[src/rtl/countone_mul_pkg.sv]
`default_nettype none
// ============================================================================
//  Module      : countone_mul_pkg
//  Description : Shared constants and helper functions for the countone
//                multiply / multiply-accumulate pipe.
//  Revision    : 1.0 - initial release
// ============================================================================
package countone_mul_pkg;

    localparam int unsigned c_def_a_width   = 12;
    localparam int unsigned c_def_b_width   = 12;
    localparam int unsigned c_def_acc_width = 32;
    localparam int unsigned c_def_num_stage = 4;

    // Widest datapath the helper functions handle.
    localparam int unsigned c_max_w = 128;

    // Zero- or sign-extend the low 'width' bits of val to the full c_max_w.
    function automatic logic [c_max_w-1:0] extend(
        input logic [c_max_w-1:0] val,
        input int unsigned        width,
        input logic               is_signed
    );
        logic [c_max_w-1:0] upper_mask;
        logic [c_max_w-1:0] shifted;
        logic               msb;
        upper_mask = {c_max_w{1'b1}} << width;
        shifted    = val >> (width - 1);
        msb        = shifted[0] & is_signed;
        return (val & ~upper_mask) | (msb ? upper_mask : '0);
    endfunction

    // Overflow of an add: carry-out when unsigned, sign disagreement when signed.
    function automatic logic ovf_detect(
        input logic is_signed,
        input logic a_msb,
        input logic b_msb,
        input logic sum_msb,
        input logic carry
    );
        if (is_signed) begin
            return (a_msb == b_msb) && (sum_msb != a_msb);
        end
        return carry;
    endfunction

endpackage
`default_nettype wire

[src/rtl/countone_mul_core.sv]
`default_nettype none
// ============================================================================
//  Module      : countone_mul_core
//  Description : NUM_STAGE-1 deep multiplier pipe. Stage 1 registers the
//                operands and sideband; later stages carry the full product.
//  Revision    : 1.0 - initial release
// ============================================================================
module countone_mul_core
    import countone_mul_pkg::*;
#(
    parameter int unsigned A_WIDTH   = c_def_a_width,
    parameter int unsigned B_WIDTH   = c_def_b_width,
    parameter int unsigned NUM_STAGE = c_def_num_stage,
    parameter bit          SIGNED    = 1'b0
) (
    input  logic                       clk,
    input  logic                       rst,
    input  logic                       i_ce,
    input  logic                       i_in_valid,
    input  logic [A_WIDTH-1:0]         i_din0,
    input  logic [B_WIDTH-1:0]         i_din1,
    input  logic                       i_acc_en,
    input  logic                       i_acc_clr,
    output logic                       o_valid,
    output logic                       o_acc_en,
    output logic                       o_acc_clr,
    output logic [A_WIDTH+B_WIDTH-1:0] o_prod
);

    localparam int unsigned c_depth  = NUM_STAGE - 1;
    localparam int unsigned c_prod_w = A_WIDTH + B_WIDTH;

    logic [A_WIDTH-1:0]  r_a_q,   w_a_d;
    logic [B_WIDTH-1:0]  r_b_q,   w_b_d;
    // Sideband shift registers: bit 0 is stage 1, bit c_depth-1 the last stage.
    logic [c_depth-1:0]  r_vld_q, w_vld_d;
    logic [c_depth-1:0]  r_en_q,  w_en_d;
    logic [c_depth-1:0]  r_clr_q, w_clr_d;

    logic [c_prod_w-1:0] w_a_ext;
    logic [c_prod_w-1:0] w_b_ext;
    logic [c_prod_w-1:0] w_prod;

    // The low c_prod_w bits of a product of extended operands are exact for
    // both signed and unsigned interpretation, so one multiplier serves both.
    assign w_a_ext = {{B_WIDTH{r_a_q[A_WIDTH-1] & SIGNED}}, r_a_q};
    assign w_b_ext = {{A_WIDTH{r_b_q[B_WIDTH-1] & SIGNED}}, r_b_q};
    assign w_prod  = w_a_ext * w_b_ext;

    // Next state of the operand stage and the sideband shift registers.
    always_comb begin
        w_a_d   = r_a_q;
        w_b_d   = r_b_q;
        w_vld_d = r_vld_q;
        w_en_d  = r_en_q;
        w_clr_d = r_clr_q;
        if (i_ce) begin
            w_a_d   = i_din0;
            w_b_d   = i_din1;
            w_vld_d = (r_vld_q << 1) | c_depth'(i_in_valid);
            w_en_d  = (r_en_q  << 1) | c_depth'(i_acc_en);
            w_clr_d = (r_clr_q << 1) | c_depth'(i_acc_clr);
        end
    end

    // Operand and sideband registers.
    always_ff @(posedge clk or posedge rst) begin
        if (rst) begin
            r_a_q   <= '0;
            r_b_q   <= '0;
            r_vld_q <= '0;
            r_en_q  <= '0;
            r_clr_q <= '0;
        end else begin
            r_a_q   <= w_a_d;
            r_b_q   <= w_b_d;
            r_vld_q <= w_vld_d;
            r_en_q  <= w_en_d;
            r_clr_q <= w_clr_d;
        end
    end

    assign o_valid   = r_vld_q[c_depth-1];
    assign o_acc_en  = r_en_q[c_depth-1];
    assign o_acc_clr = r_clr_q[c_depth-1];

    if (NUM_STAGE == 2) begin : g_no_prod_pipe
        // Shortest pipe: the product feeds the accumulate stage directly.
        assign o_prod = w_prod;
    end else begin : g_prod_pipe
        localparam int unsigned c_pw_all = (c_depth - 1) * c_prod_w;

        // Flattened product stages; the lowest slice is stage 2.
        logic [c_pw_all-1:0] r_prod_q, w_prod_d;

        // Shift a new product in on every enabled cycle.
        always_comb begin
            w_prod_d = r_prod_q;
            if (i_ce) begin
                w_prod_d = (r_prod_q << c_prod_w) | c_pw_all'(w_prod);
            end
        end

        // Product pipeline registers.
        always_ff @(posedge clk or posedge rst) begin
            if (rst) begin
                r_prod_q <= '0;
            end else begin
                r_prod_q <= w_prod_d;
            end
        end

        assign o_prod = r_prod_q[c_pw_all-1 -: c_prod_w];
    end

endmodule
`default_nettype wire

[src/rtl/countone_mac_pipe.sv]
`default_nettype none
// ============================================================================
//  Module      : countone_mac_pipe
//  Description : Pipelined multiplier / multiply-accumulate with valid
//                tracking, global clock enable and sticky overflow flag.
//  Revision    : 1.0 - initial release
// ============================================================================
module countone_mac_pipe
    import countone_mul_pkg::*;
#(
    parameter int unsigned A_WIDTH   = c_def_a_width,
    parameter int unsigned B_WIDTH   = c_def_b_width,
    parameter int unsigned ACC_WIDTH = c_def_acc_width,
    parameter int unsigned NUM_STAGE = c_def_num_stage,
    parameter bit          SIGNED    = 1'b0
) (
    input  logic                 clk,
    input  logic                 reset,
    input  logic                 ce,
    input  logic                 in_valid,
    input  logic [A_WIDTH-1:0]   din0,
    input  logic [B_WIDTH-1:0]   din1,
    input  logic                 acc_en,
    input  logic                 acc_clr,
    output logic                 out_valid,
    output logic [ACC_WIDTH-1:0] dout,
    output logic                 ovf
);

    localparam int unsigned c_prod_w = A_WIDTH + B_WIDTH;

    if (ACC_WIDTH < A_WIDTH + B_WIDTH) begin : g_err_acc_narrow
        $error("countone_mac_pipe: ACC_WIDTH must be >= A_WIDTH + B_WIDTH");
    end
    if (ACC_WIDTH > c_max_w) begin : g_err_acc_wide
        $error("countone_mac_pipe: ACC_WIDTH exceeds supported maximum");
    end
    if (NUM_STAGE < 2) begin : g_err_num_stage
        $error("countone_mac_pipe: NUM_STAGE must be >= 2");
    end

    logic                 w_core_valid;
    logic                 w_core_en;
    logic                 w_core_clr;
    logic [c_prod_w-1:0]  w_core_prod;

    countone_mul_core #(
        .A_WIDTH   (A_WIDTH),
        .B_WIDTH   (B_WIDTH),
        .NUM_STAGE (NUM_STAGE),
        .SIGNED    (SIGNED)
    ) u_core (
        .clk        (clk),
        .rst        (reset),
        .i_ce       (ce),
        .i_in_valid (in_valid),
        .i_din0     (din0),
        .i_din1     (din1),
        .i_acc_en   (acc_en),
        .i_acc_clr  (acc_clr),
        .o_valid    (w_core_valid),
        .o_acc_en   (w_core_en),
        .o_acc_clr  (w_core_clr),
        .o_prod     (w_core_prod)
    );

    logic [ACC_WIDTH-1:0] r_acc_q,       w_acc_d;
    logic [ACC_WIDTH-1:0] r_dout_q,      w_dout_d;
    logic                 r_ovf_q,       w_ovf_d;
    logic                 r_out_valid_q, w_out_valid_d;

    logic [c_max_w-1:0]   w_ext_full;
    logic [ACC_WIDTH-1:0] w_prod_ext;
    logic [ACC_WIDTH-1:0] w_base;
    logic [ACC_WIDTH-1:0] w_sum;
    logic                 w_carry;
    logic                 w_ovf_hit;

    assign w_ext_full = extend(c_max_w'(w_core_prod), c_prod_w, SIGNED);
    assign w_prod_ext = w_ext_full[ACC_WIDTH-1:0];

    // A clearing operand adds against zero, so it can never flag overflow.
    assign w_base           = w_core_clr ? '0 : r_acc_q;
    assign {w_carry, w_sum} = {1'b0, w_base} + {1'b0, w_prod_ext};
    assign w_ovf_hit        = ovf_detect(SIGNED, w_base[ACC_WIDTH-1],
                                         w_prod_ext[ACC_WIDTH-1],
                                         w_sum[ACC_WIDTH-1], w_carry);

    // Accumulate / pass-through stage; only a valid slot changes state.
    always_comb begin
        w_acc_d       = r_acc_q;
        w_dout_d      = r_dout_q;
        w_ovf_d       = r_ovf_q;
        w_out_valid_d = r_out_valid_q;
        if (ce) begin
            w_out_valid_d = w_core_valid;
            if (w_core_valid) begin
                if (w_core_en) begin
                    w_acc_d  = w_sum;
                    w_dout_d = w_sum;
                    w_ovf_d  = (r_ovf_q & ~w_core_clr) | w_ovf_hit;
                end else begin
                    w_dout_d = w_prod_ext;
                end
            end
        end
    end

    // Final stage registers.
    always_ff @(posedge clk or posedge reset) begin
        if (reset) begin
            r_acc_q       <= '0;
            r_dout_q      <= '0;
            r_ovf_q       <= 1'b0;
            r_out_valid_q <= 1'b0;
        end else begin
            r_acc_q       <= w_acc_d;
            r_dout_q      <= w_dout_d;
            r_ovf_q       <= w_ovf_d;
            r_out_valid_q <= w_out_valid_d;
        end
    end

    assign out_valid = r_out_valid_q;
    assign dout      = r_dout_q;
    assign ovf       = r_ovf_q;

endmodule
`default_nettype wire

[config.mk]
export PLATFORM = sky130hd
export DESIGN_NAME = countone_mac_pipe
export DESIGN_NICKNAME = d
export VERILOG_FILES = /design/src/rtl/countone_mul_pkg.sv /design/src/rtl/countone_mul_core.sv /design/src/rtl/countone_mac_pipe.sv
export SDC_FILE = /design/constraint.sdc
export NUM_CORES = 1
export LEC_CHECK = 0
export CAP_MARGIN = 5
export CORE_MARGIN = 2
export CORE_UTILIZATION = 60
export DETAILED_ROUTE_END_ITERATION = 7
export PLACE_DENSITY = 0.8
export SLEW_MARGIN = 20
export SYNTH_ARGS = -nofsm -noshare
export SYNTH_HDL_FRONTEND = slang
export SYNTH_SLANG_ARGS = --single-unit
[constraint.sdc]
create_clock -name clk -period 6.7 [get_ports clk]
set_input_delay 1.34 -clock clk [delete_from_list [all_inputs] [get_ports clk]]
set_output_delay 1.34 -clock clk [all_outputs]
set_load 0.01 [all_outputs]
==> qor.txt <==
status = finished clean
Synth Register Bits = 147
Crit Reg-Reg Endpoint = u_core.g_prod_pipe.r_prod_q[23]
Area Overhead vs Synth = 11.44%
share of cells above drive strength 1 = 10.56%
Max-slew headroom = 29.43%
Layout Nets = 1482
Synth Flop Type = dfrtp_1
post-synthesis sequential area ratio = 30.69%
Hold Crit Depth = 2
CP max FO = 13
max-slew violations = 0
Resize count post-CTS = 0
critical path arrival = 6200 ps
CTS clk-pin slew, worst paths = 60 ps
final core utilization = 68.40%
RR Startpoint = u_core.r_a_q[9]
count leader, synth = nand2_1
Ant. Diodes = 0
initial antenna violation count = 0
HP Class = flip-flop to flip-flop
hold_buf cts = 0
reg2reg setup slack = 810 ps
Yosys top cell area share = 30.69%
Fin Setup TNS = 0 ps
synthesized net count = 1456
count of cell types in the netlist = 65
CP Capture Type = flip-flop
Max Cap Violations = 0
Period minus WS final = 5891 ps
DP Wirelength = 17.98 mm
Antenna Nets Post-Route = 0
CTS buffer count = 17
DRC viols = 0
Vias = 8737
commonest cells in the synthesized netlist = nand2_1, dfrtp_1, inv_1
CTS tree = built
# IOs = 64
fin crit share = 87.92%
RSZ-0062 raised after global routing = false
postcts setup bufs = 0
Fin. Hold Viols = 0
total congestion overflow = 0
Die Width = 145.3 um
post-synth top area cell = dfrtp_1
CP Class = flip-flop to flip-flop
Sequential Area = 0.003679 mm^2
area occupied by multi-input gates = 0.007527 mm^2
yosys warns = 0
Mapped Avg Cell Area = 9.673 um^2
pin count of the biggest net entering global routing = 108
# clock sinks = 147
DR vias/cell = 5.662
Reg2Reg Depth = 19
Die Y = 145.3 um
Crit path largest cell delay = 630 ps
clock skew = 14.12 ps
DP Worst Slack = 881.1 ps
Max Clock Freq = 169.8 MHz
worst-skew pair later-pin latency = 430 ps
RePlAce Congestion = 0.8899
Slowest-stage cell, CP = dfrtp_1
TritonRoute pass-1 iters = 5
Critical Path Start = u_core.r_a_q[9]
area of the mapped netlist = 0.01199 mm^2
Worst Hold End = r_acc_q[18]
fill count = 1503
Crit path top cell by count = fa_1
Starting Density = 61.38%
drt total wl = 25.08 mm
# port buffers = 63
root buffer cell = clkbuf_16
clk buf depth = 2
die area = 0.02112 mm^2
Core Area = 0.01953 mm^2
first-pass GRT wire length = 43.63 mm
crit path cell chain = nand2_1 > fa_1 > inv_1 > fa_1 > inv_1 > fa_1 > fa_1 > fa_1 > inv_1 > ha_1 > a21oi_1 > a21oi_1 > a211oi_2 > a2bb2oi_2 > a31oi_1 > or4_1 > a31oi_1 > xnor2_1 > mux2_2
GRT Overall Usage = 25.20%
slew of the pin with the lowest slew margin = 1059 ps
min-delay src = r_acc_q[18]
final cell count without fillers = 1543
Site Rows = 51
Worst setup SP type = flip-flop
ys async rst share = 100.0%
DR iter-0 viols = 517
Worst path top cell family by delay = adder cells
Post-synth EDFFs = 0
WP buf/inv = 3
Req. time, crit path = 7010 ps
Synth area leaders = dfrtp_1, fa_1, ha_1
Mapped Cells = 1239
final worst slack = 809.3 ps
CTS H-tree lvls = 4
routed wire length per instance = 16.25 um
Cells after DPL = 1511
vias in the first global route = 9313
setup violators final = 0
-- layout make-up --
class                           count  share of cell area, %
Tap cell                          265                  2.482
Clock buffer                       17                  3.185
Clock inverter                     15                  1.255
Inverter                          146                  4.140
Timing Repair Buffer               69                  5.040
Multi-Input combinational cell    884                  56.36
Sequential cell                   147                  27.54
-- stage by stage --
| step | instance area, um^2 | hold slack, ps |
|---|---|---|
| after floorplan | 11990 | 437.9 |
| after global placement | 12760 | 451.7 |
| after detailed placement | 12760 | 454.3 |
| after CTS | 13360 | 471.2 |
| after global routing | 13360 | 494.1 |
| final | 13360 | 469.1 |
-- registers in the layout, indices dropped and copies added (netlist names) --
name / flops
u_core.r_clr_q: 3
dout: 32
u_core.r_en_q: 3
ovf: 1
u_core.r_b_q: 12
u_core.r_a_q: 12
out_valid: 1
r_acc_q: 32
u_core.g_prod_pipe.r_prod_q: 48
u_core.r_vld_q: 3
-- metal layers --
| layer | track usage [%] | vias up | part of all wire [%] |
|---|---|---|---|
| met5 | 0 | - | 0 |
| met4 | 9.118 | 0 | 2.8 |
| met3 | 3.824 | 55 | 4.2 |
| met2 | 43.98 | 247 | 50 |
| met1 | 32.08 | 4319 | 43 |
| li1 | - | 4116 | - |
-- cells in the final DEF (no fill, tap or decap), types with 11 or more instances in the layout --
| cell type | synthesis | layout |
|---|---|---|
| mux2_2 | 76 | 76 |
| nor2_1 | 25 | 25 |
| a21o_1 | 23 | 23 |
| nand2_1 | 213 | 212 |
| nor2b_1 | 32 | 32 |
| and2_1 | 55 | 55 |
| inv_1 | 146 | 145 |
| fa_1 | 101 | 101 |
| clkdlybuf4s50_1 | 0 | 62 |
| o21ai_0 | 48 | 48 |
| clkbuf_16 | 0 | 17 |
| nand3_1 | 16 | 16 |
| ha_1 | 86 | 86 |
| a21oi_1 | 36 | 36 |
| mux2i_1 | 20 | 20 |
| dfrtp_1 | 147 | 147 |
| xor2_1 | 11 | 11 |
| and3_1 | 11 | 11 |
| xnor2_1 | 27 | 27 |
-- logic make-up (layout without fill, tap and decap cells) --
kind of cell / after synthesis / after routing / synth area share (%)
XOR/XNOR: 38 / 38 / 2.777
multiplexers: 96 / 96 / 8.811
AND/OR/NAND/NOR: 384 / 384 / 15.00
buffers and inverters: 208 / 247 / 6.525
adder cells (fa/ha/maj): 187 / 187 / 25.85
flip-flops: 147 / 147 / 30.69
AO/OA/AOI/OAI: 179 / 179 / 10.35
-- how the worst max path moves through the flow --
stage | end | slack (ps) | depth (start not counted)
after global routing | u_core.g_prod_pipe.r_prod_q[23] | 430 | 19
after detailed placement | u_core.g_prod_pipe.r_prod_q[23] | 880 | 19
after CTS | u_core.g_prod_pipe.r_prod_q[23] | 840 | 19
final | u_core.g_prod_pipe.r_prod_q[23] | 810 | 19
after global placement | u_core.g_prod_pipe.r_prod_q[23] | 1090 | 19
after floorplan | u_core.g_prod_pipe.r_prod_q[23] | 1220 | 21
-- worst register-to-register path: cells and delay by family, from the launching register on --
kind	cells	cell delay, ps
AOI/OAI and AO/OA	6	1140
xor gates and xnor gates	1	90
adders and majority gates	6	2890
buffers and inverters	3	150
DFF	1	630
muxes	1	260
and+or+nand+nor	2	600
Power is left out: the tool's default activity adds up to more than one toggle a clock period on the data nets, which glitch-free logic cannot reach.
